==> src/rtl/m_mc_core.sv <==
// Multi-cycle RV32I subset core: FETCH/DECODE/EXEC/WB sequencing with a req/ack
// instruction port, a private register file and a sticky illegal-encoding flag.
module m_mc_core #(
   parameter logic [31:0] RESET_PC = 32'h0000_0000,
   parameter int          IADDR_W  = 6,
   parameter int          NREGS    = 32,
   parameter int          HALT_REG = 30
) (
   input  logic               w_clk,
   input  logic               w_rst,
   output logic               w_imem_req,
   output logic [IADDR_W-1:0] w_imem_addr,
   input  logic               w_imem_ack,
   input  logic [31:0]        w_imem_data,
   output logic [31:0]        w_pc,
   output logic               w_retire,
   output logic               w_wb_en,
   output logic [4:0]         w_wb_addr,
   output logic [31:0]        w_wb_data,
   output logic               w_halted,
   output logic               w_illegal
);

   localparam int RA_W = $clog2(NREGS);

   localparam logic [6:0] OP_IMM = 7'b0010011;
   localparam logic [6:0] OP_REG = 7'b0110011;
   localparam logic [6:0] OP_LUI = 7'b0110111;
   localparam logic [6:0] OP_BR  = 7'b1100011;
   localparam logic [6:0] OP_JAL = 7'b1101111;

   typedef enum logic [2:0] {FETCH, DECODE, EXEC, WB, HALT} state_t;

   state_t      state;
   logic [31:0] ir;
   logic [31:0] rs1_val;
   logic [31:0] rs2_val;
   logic [31:0] imm;
   logic [31:0] next_pc;
   logic [31:0] regs [NREGS];

   logic [6:0]  opcode;
   logic [2:0]  f3;
   logic [6:0]  f7;
   logic [4:0]  rd;
   logic [4:0]  rs1;
   logic [4:0]  rs2;
   logic [31:0] rs1_rd;
   logic [31:0] rs2_rd;
   logic [31:0] imm_dec;
   logic [31:0] alu_res;
   logic        do_write;
   logic        legal;
   logic        taken;
   logic        wr_ok;

   assign opcode = ir[6:0];
   assign rd     = ir[11:7];
   assign f3     = ir[14:12];
   assign rs1    = ir[19:15];
   assign rs2    = ir[24:20];
   assign f7     = ir[31:25];

   assign w_imem_addr = w_pc[IADDR_W+1:2];

   // Index 0 and indices beyond the implemented file both read as zero.
   assign rs1_rd = (rs1 != 5'd0 && int'(rs1) < NREGS) ? regs[rs1[RA_W-1:0]] : 32'h0;
   assign rs2_rd = (rs2 != 5'd0 && int'(rs2) < NREGS) ? regs[rs2[RA_W-1:0]] : 32'h0;

   always_comb begin
      case (opcode)
         OP_LUI:  imm_dec = {ir[31:12], 12'b0};
         OP_BR:   imm_dec = {{20{ir[31]}}, ir[7], ir[30:25], ir[11:8], 1'b0};
         OP_JAL:  imm_dec = {{12{ir[31]}}, ir[19:12], ir[20], ir[30:21], 1'b0};
         default: imm_dec = {{20{ir[31]}}, ir[31:20]};
      endcase
   end

   // Unrecognised encodings fall out with legal=0, no write and no redirect.
   always_comb begin
      alu_res  = 32'h0;
      do_write = 1'b0;
      legal    = 1'b1;
      taken    = 1'b0;
      case (opcode)
         OP_IMM: begin
            if (f3 == 3'b000) begin
               alu_res  = rs1_val + imm;
               do_write = 1'b1;
            end else begin
               legal = 1'b0;
            end
         end
         OP_REG: begin
            do_write = 1'b1;
            case ({f7, f3})
               10'b0000000_000: alu_res = rs1_val + rs2_val;
               10'b0100000_000: alu_res = rs1_val - rs2_val;
               10'b0000000_100: alu_res = rs1_val ^ rs2_val;
               10'b0000000_110: alu_res = rs1_val | rs2_val;
               10'b0000000_111: alu_res = rs1_val & rs2_val;
               default: begin
                  do_write = 1'b0;
                  legal    = 1'b0;
               end
            endcase
         end
         OP_LUI: begin
            alu_res  = imm;
            do_write = 1'b1;
         end
         OP_BR: begin
            if (f3 == 3'b000)      taken = (rs1_val == rs2_val);
            else if (f3 == 3'b001) taken = (rs1_val != rs2_val);
            else                   legal = 1'b0;
         end
         OP_JAL: begin
            alu_res  = w_pc + 32'd4;
            do_write = 1'b1;
            taken    = 1'b1;
         end
         default: legal = 1'b0;
      endcase
   end

   assign wr_ok = do_write && (rd != 5'd0) && (int'(rd) < NREGS);

   always_ff @(posedge w_clk or posedge w_rst) begin
      if (w_rst) begin
         state      <= FETCH;
         w_pc       <= RESET_PC;
         ir         <= 32'h0;
         rs1_val    <= 32'h0;
         rs2_val    <= 32'h0;
         imm        <= 32'h0;
         next_pc    <= 32'h0;
         w_imem_req <= 1'b0;
         w_retire   <= 1'b0;
         w_wb_en    <= 1'b0;
         w_wb_addr  <= 5'd0;
         w_wb_data  <= 32'h0;
         w_halted   <= 1'b0;
         w_illegal  <= 1'b0;
         for (int i = 0; i < NREGS; i++) regs[i] <= 32'h0;
      end else begin
         case (state)
            // req is registered, so the first cycle after reset only raises it.
            FETCH: begin
               if (!w_imem_req) begin
                  w_imem_req <= 1'b1;
               end else if (w_imem_ack) begin
                  ir         <= w_imem_data;
                  w_imem_req <= 1'b0;
                  state      <= DECODE;
               end
            end
            DECODE: begin
               rs1_val <= rs1_rd;
               rs2_val <= rs2_rd;
               imm     <= imm_dec;
               state   <= EXEC;
            end
            EXEC: begin
               w_retire  <= 1'b1;
               w_wb_en   <= wr_ok;
               w_wb_addr <= rd;
               w_wb_data <= alu_res;
               next_pc   <= taken ? (w_pc + imm) : (w_pc + 32'd4);
               if (!legal) w_illegal <= 1'b1;
               state     <= WB;
            end
            WB: begin
               w_retire <= 1'b0;
               w_wb_en  <= 1'b0;
               if (w_wb_en) regs[w_wb_addr[RA_W-1:0]] <= w_wb_data;
               w_pc     <= next_pc;
               if (w_wb_en && int'(w_wb_addr) == HALT_REG) begin
                  w_halted <= 1'b1;
                  state    <= HALT;
               end else begin
                  w_imem_req <= 1'b1;
                  state      <= FETCH;
               end
            end
            HALT: state <= HALT;
            default: state <= FETCH;
         endcase
      end
   end

endmodule

==> config.mk <==
export PLATFORM = sky130hd
export DESIGN_NAME = m_mc_core
export DESIGN_NICKNAME = d
export VERILOG_FILES = /design/src/rtl/m_mc_core.sv
export SDC_FILE = /design/constraint.sdc
export NUM_CORES = 2
export LEC_CHECK = 0
export BUFFER_PORTS_ARGS = -buffer_cell sky130_fd_sc_hd__buf_2
export CAP_MARGIN = 20
export CORE_UTILIZATION = 47
export CTS_CLUSTER_SIZE = 24
export DETAILED_ROUTE_END_ITERATION = 8
export PLACE_DENSITY = 0.7
export SYNTH_ARGS = -nofsm -noshare
export SYNTH_HDL_FRONTEND = slang
export SYNTH_SLANG_ARGS = --single-unit
==> constraint.sdc <==
create_clock -name w_clk -period 105.7 [get_ports w_clk]
set_input_delay 10.57 -clock w_clk [delete_from_list [all_inputs] [get_ports w_clk]]
set_output_delay 10.57 -clock w_clk [all_outputs]
set_load 0.02 [all_outputs]
==> flow_metrics.tcl <==
set metrics [dict create \
    synth_cells 5369 \
    syn-cell-area_um2 72000 \
    hold_path.class "reg -> reg" \
    clockPowerShare_pct 33.1 \
    fin_crit_ns 14.52 \
    cts_resized 0 \
    power.density_nw_per_um2 19.0 \
    syn_to_final_growth_pct 10.2 \
    crit_arrival_ns 15.31 \
    fin_tns_setup_ns 0 \
    end_kind "asynchronous set/reset pin" \
    die_y_um 393 \
    cp_slowest_stage_delay_ns 0.82 \
    clock-root-buffer "clkbuf_16" \
    critPathKind "in -> async" \
    fp.dieW_um 393 \
    detail-route-antenna-nets 0 \
    synth_warnings 0 \
    start_util_pct 47.3 \
    avgRoutedWirePerCell_um 30.3 \
    power_frac_seq_pct 37.6 \
    io_buffers 114 \
    nNetsFinal 5478 \
    routabilityCongestion 0.973 \
    drc_errors 0 \
    status "finished, final reports clean" \
    cp.required_ns 106.48 \
    crit_top_cell "buf_4" \
    vdd_ir_drop_max_mv 0.0209 \
    antenna_found_initial 4 \
    worstReg2RegEnd "rs2_val[23]" \
    synth-edff-count 0 \
    hold_depth 1 \
    ctsLongestPathBuffers 3 \
    coreArea_um2 152000 \
    drv_cap 0 \
    switchingPower_w 0.000544 \
    hold_violations 0 \
    power.leakage_nw 35.9 \
    cts_tree "built" \
    crit_chain "buf_2 -> inv_8 -> buf_4 -> buf_4 -> buf_4 -> buf_4 -> buf_16 -> buf_4" \
    crit_slowest_cell "buf_4" \
    drive_gt1_share_pct 41.9 \
    crit_family "buffers and inverters" \
    p_int_w 0.000961 \
    relSlewSlack_pct 19.9 \
    hp-start "w_halted" \
    pin_count 115 \
    slew_viol_final 0 \
    cts_buffers 133 \
    worstSkewPairLatency_ns 0.80 \
    grtUsageMet2_pct 43.4 \
    grt_pass1_vias 49500 \
    grt_max_degree 99 \
    ctsHoldBuffers 0 \
    hold_end "w_halted" \
    grt_pass1_wl_um 335000 \
    synthFlopType "dfrtp_1" \
    drtIter0Drc 5792 \
    async_flop_share_pct 100 \
    met1_usage_pct 40.8 \
    drt_wl_total_um 225000 \
    r2r_setup_slack_ns 100.70 \
    final_cell_mix "1250 x dfrtp_1, 1053 x mux2_2, 640 x mux4_2" \
    p_sw_share_pct 36.1 \
    fin_util_pct 52.2 \
    cts_num_sinks 1261 \
    path_buf_inv 8 \
    dieArea_um2 155000 \
    r2r_cells 7 \
    dr_total_vias 49400 \
    fin_crit_sh_pct 13.7 \
    synth_fp_nets 5574 \
    grt-ovfl-total 0 \
    cts_setup_buffers 0 \
    grt_usage_pct 29.2 \
    synth_seq_cells 1261 \
    timing.fmax_mhz 68.9 \
    rsz0062_at_grt "false" \
    cp_max_fo 98 \
    dp_hpwl_um 130000 \
    path_clk_slew_ns 0.06 \
    syn_area_per_cell_um2 13.4 \
    worst_pin_slew_ns 1.20 \
    setup_violations 0 \
    power_frac_comb_pct 29.3 \
    vias_per_cell 6.66 \
    num_rows 143 \
    cts_max_level 4 \
    ys_types 90 \
    r2r-start "ir[20]" \
    mostFrequentLayoutCell "dfrtp_1" \
    finalClockSkew_ns 0.0247 \
    grt-busiest-layer "met2" \
    start_kind "input port" \
    first_pass_iters 6 \
    met3_usage_pct 6.07 \
    seq_area_frac_synth_pct 43.8 \
]
[synth_stat cells (13+ instances only)]
| master | n | area [um2] |
|---|---|---|
| nand2b_1 | 16 | 100 |
| mux4_2 | 640 | 14400 |
| inv_1 | 125 | 469 |
| a21oi_1 | 203 | 1020 |
| a221oi_1 | 18 | 158 |
| nor2_1 | 182 | 683 |
| a21o_1 | 38 | 285 |
| o21ai_1 | 33 | 165 |
| nand3_1 | 36 | 180 |
| nor2b_1 | 15 | 93.8 |
| nand2_1 | 312 | 1170 |
| a22oi_1 | 32 | 240 |
| mux2_2 | 1053 | 11900 |
| clkbuf_1 | 293 | 1100 |
| o22ai_1 | 69 | 432 |
| buf_2 | 61 | 305 |
| o21ai_0 | 187 | 936 |
| and2_1 | 13 | 81.3 |
| mux2i_1 | 82 | 821 |
| a211oi_1 | 14 | 105 |
| buf_1 | 113 | 424 |
| and3_1 | 17 | 106 |
| dfrtp_1 | 1261 | 31600 |
| nand4_1 | 25 | 156 |
| xor2_1 | 23 | 201 |
| a31oi_1 | 19 | 119 |
| o21bai_1 | 22 | 165 |
| ha_1 | 166 | 2080 |
| nor3_1 | 35 | 175 |
| xnor2_1 | 69 | 604 |
[area by class of cell]
cell class              count  area (um2)
diodes                      4        10.0
clock buffers             188        4000
clock inverters            56         653
fillers                 12600       72700
inverters                 129         492
multi-input cells        3503       38300
flip-flops and latches   1261       31600
well taps                2030        2540
repair buffers            245        1800
[metal layers]
metal  vias up  wire length [um]
met3       488             20800
li1      20200                 -
met5         -                13
met4         2             11300
met2      2527            102000
met1     26100             91200
[power by group through the flow]
stage	Clock [W]	Combinational, W	Sequential (W)
2_1_floorplan	0	0.000331	0.000537
3_3_place_gp	0	0.000436	0.000572
6_report	0.000498	0.000441	0.000565
5_1_grt	0.000523	0.000468	0.000567
4_1_cts	0.000504	0.000438	0.000564
3_5_place_dp	0	0.000437	0.000573
[worst max path at each step]
stage	from	end	slack [ns]	cells after the start
6_report	w_rst	regs[988]	91.18	8
3_3_place_gp	w_rst	regs[410]	89.92	7
3_5_place_dp	w_rst	regs[410]	89.82	7
2_1_floorplan	w_rst	imm[0]	59.59	1
4_1_cts	w_rst	w_wb_data[27]	90.66	7
5_1_grt	w_rst	w_wb_data[27]	90.43	8
[sequential cells by signal (all words and copies together) (netlist names)]
signal	cells
w_wb_addr	5
w_pc	32
w_illegal	1
rs1_val	32
w_imem_req	1
w_retire	1
w_wb_data	32
next_pc	32
rs2_val	32
regs	1024
state	3
w_wb_en	1
imm	32
ir	32
w_halted	1
[through the flow]
| step | cells | hold slack [ns] | setup slack, ns | cell area (um2) | power [W] |
|---|---|---|---|---|---|
| floorplan | 5369 | 0.439 | 59.59 | 72000 | 0.000868 |
| global placement | 7157 | 0.446 | 89.92 | 74400 | 0.00101 |
| detailed placement | 7158 | 0.449 | 89.82 | 74400 | 0.00101 |
| CTS | 7402 | 0.464 | 90.66 | 79100 | 0.00151 |
| global route | 7412 | 0.484 | 90.43 | 79300 | 0.00156 |
| finish | 7416 | 0.462 | 91.18 | 79300 | 0.00150 |
[cell families (layout without fill, tap and decap cells)]
family | count (synthesis) | after routing | share of synthesized area [%]
xor+xnor | 92 | 92 | 1.12
fa+ha+maj | 170 | 170 | 3.00
compound gates | 758 | 758 | 6.69
other cells | 0 | 4 | 0
flops | 1261 | 1261 | 43.8
mux | 1779 | 1779 | 37.7
buf+inv | 605 | 618 | 3.32
simple gates | 704 | 704 | 4.36
[worst reg2reg max path, cell delays in order (launching register included)]
cell and delay (ns):
dfrtp_4 0.71, buf_4 0.67, buf_4 0.82, buf_4 0.81, mux4_2 0.65, mux4_2 0.50
mux2i_1 0.55, o22ai_1 0.15
No activity file was read; power rests on OpenSTA's default activity.
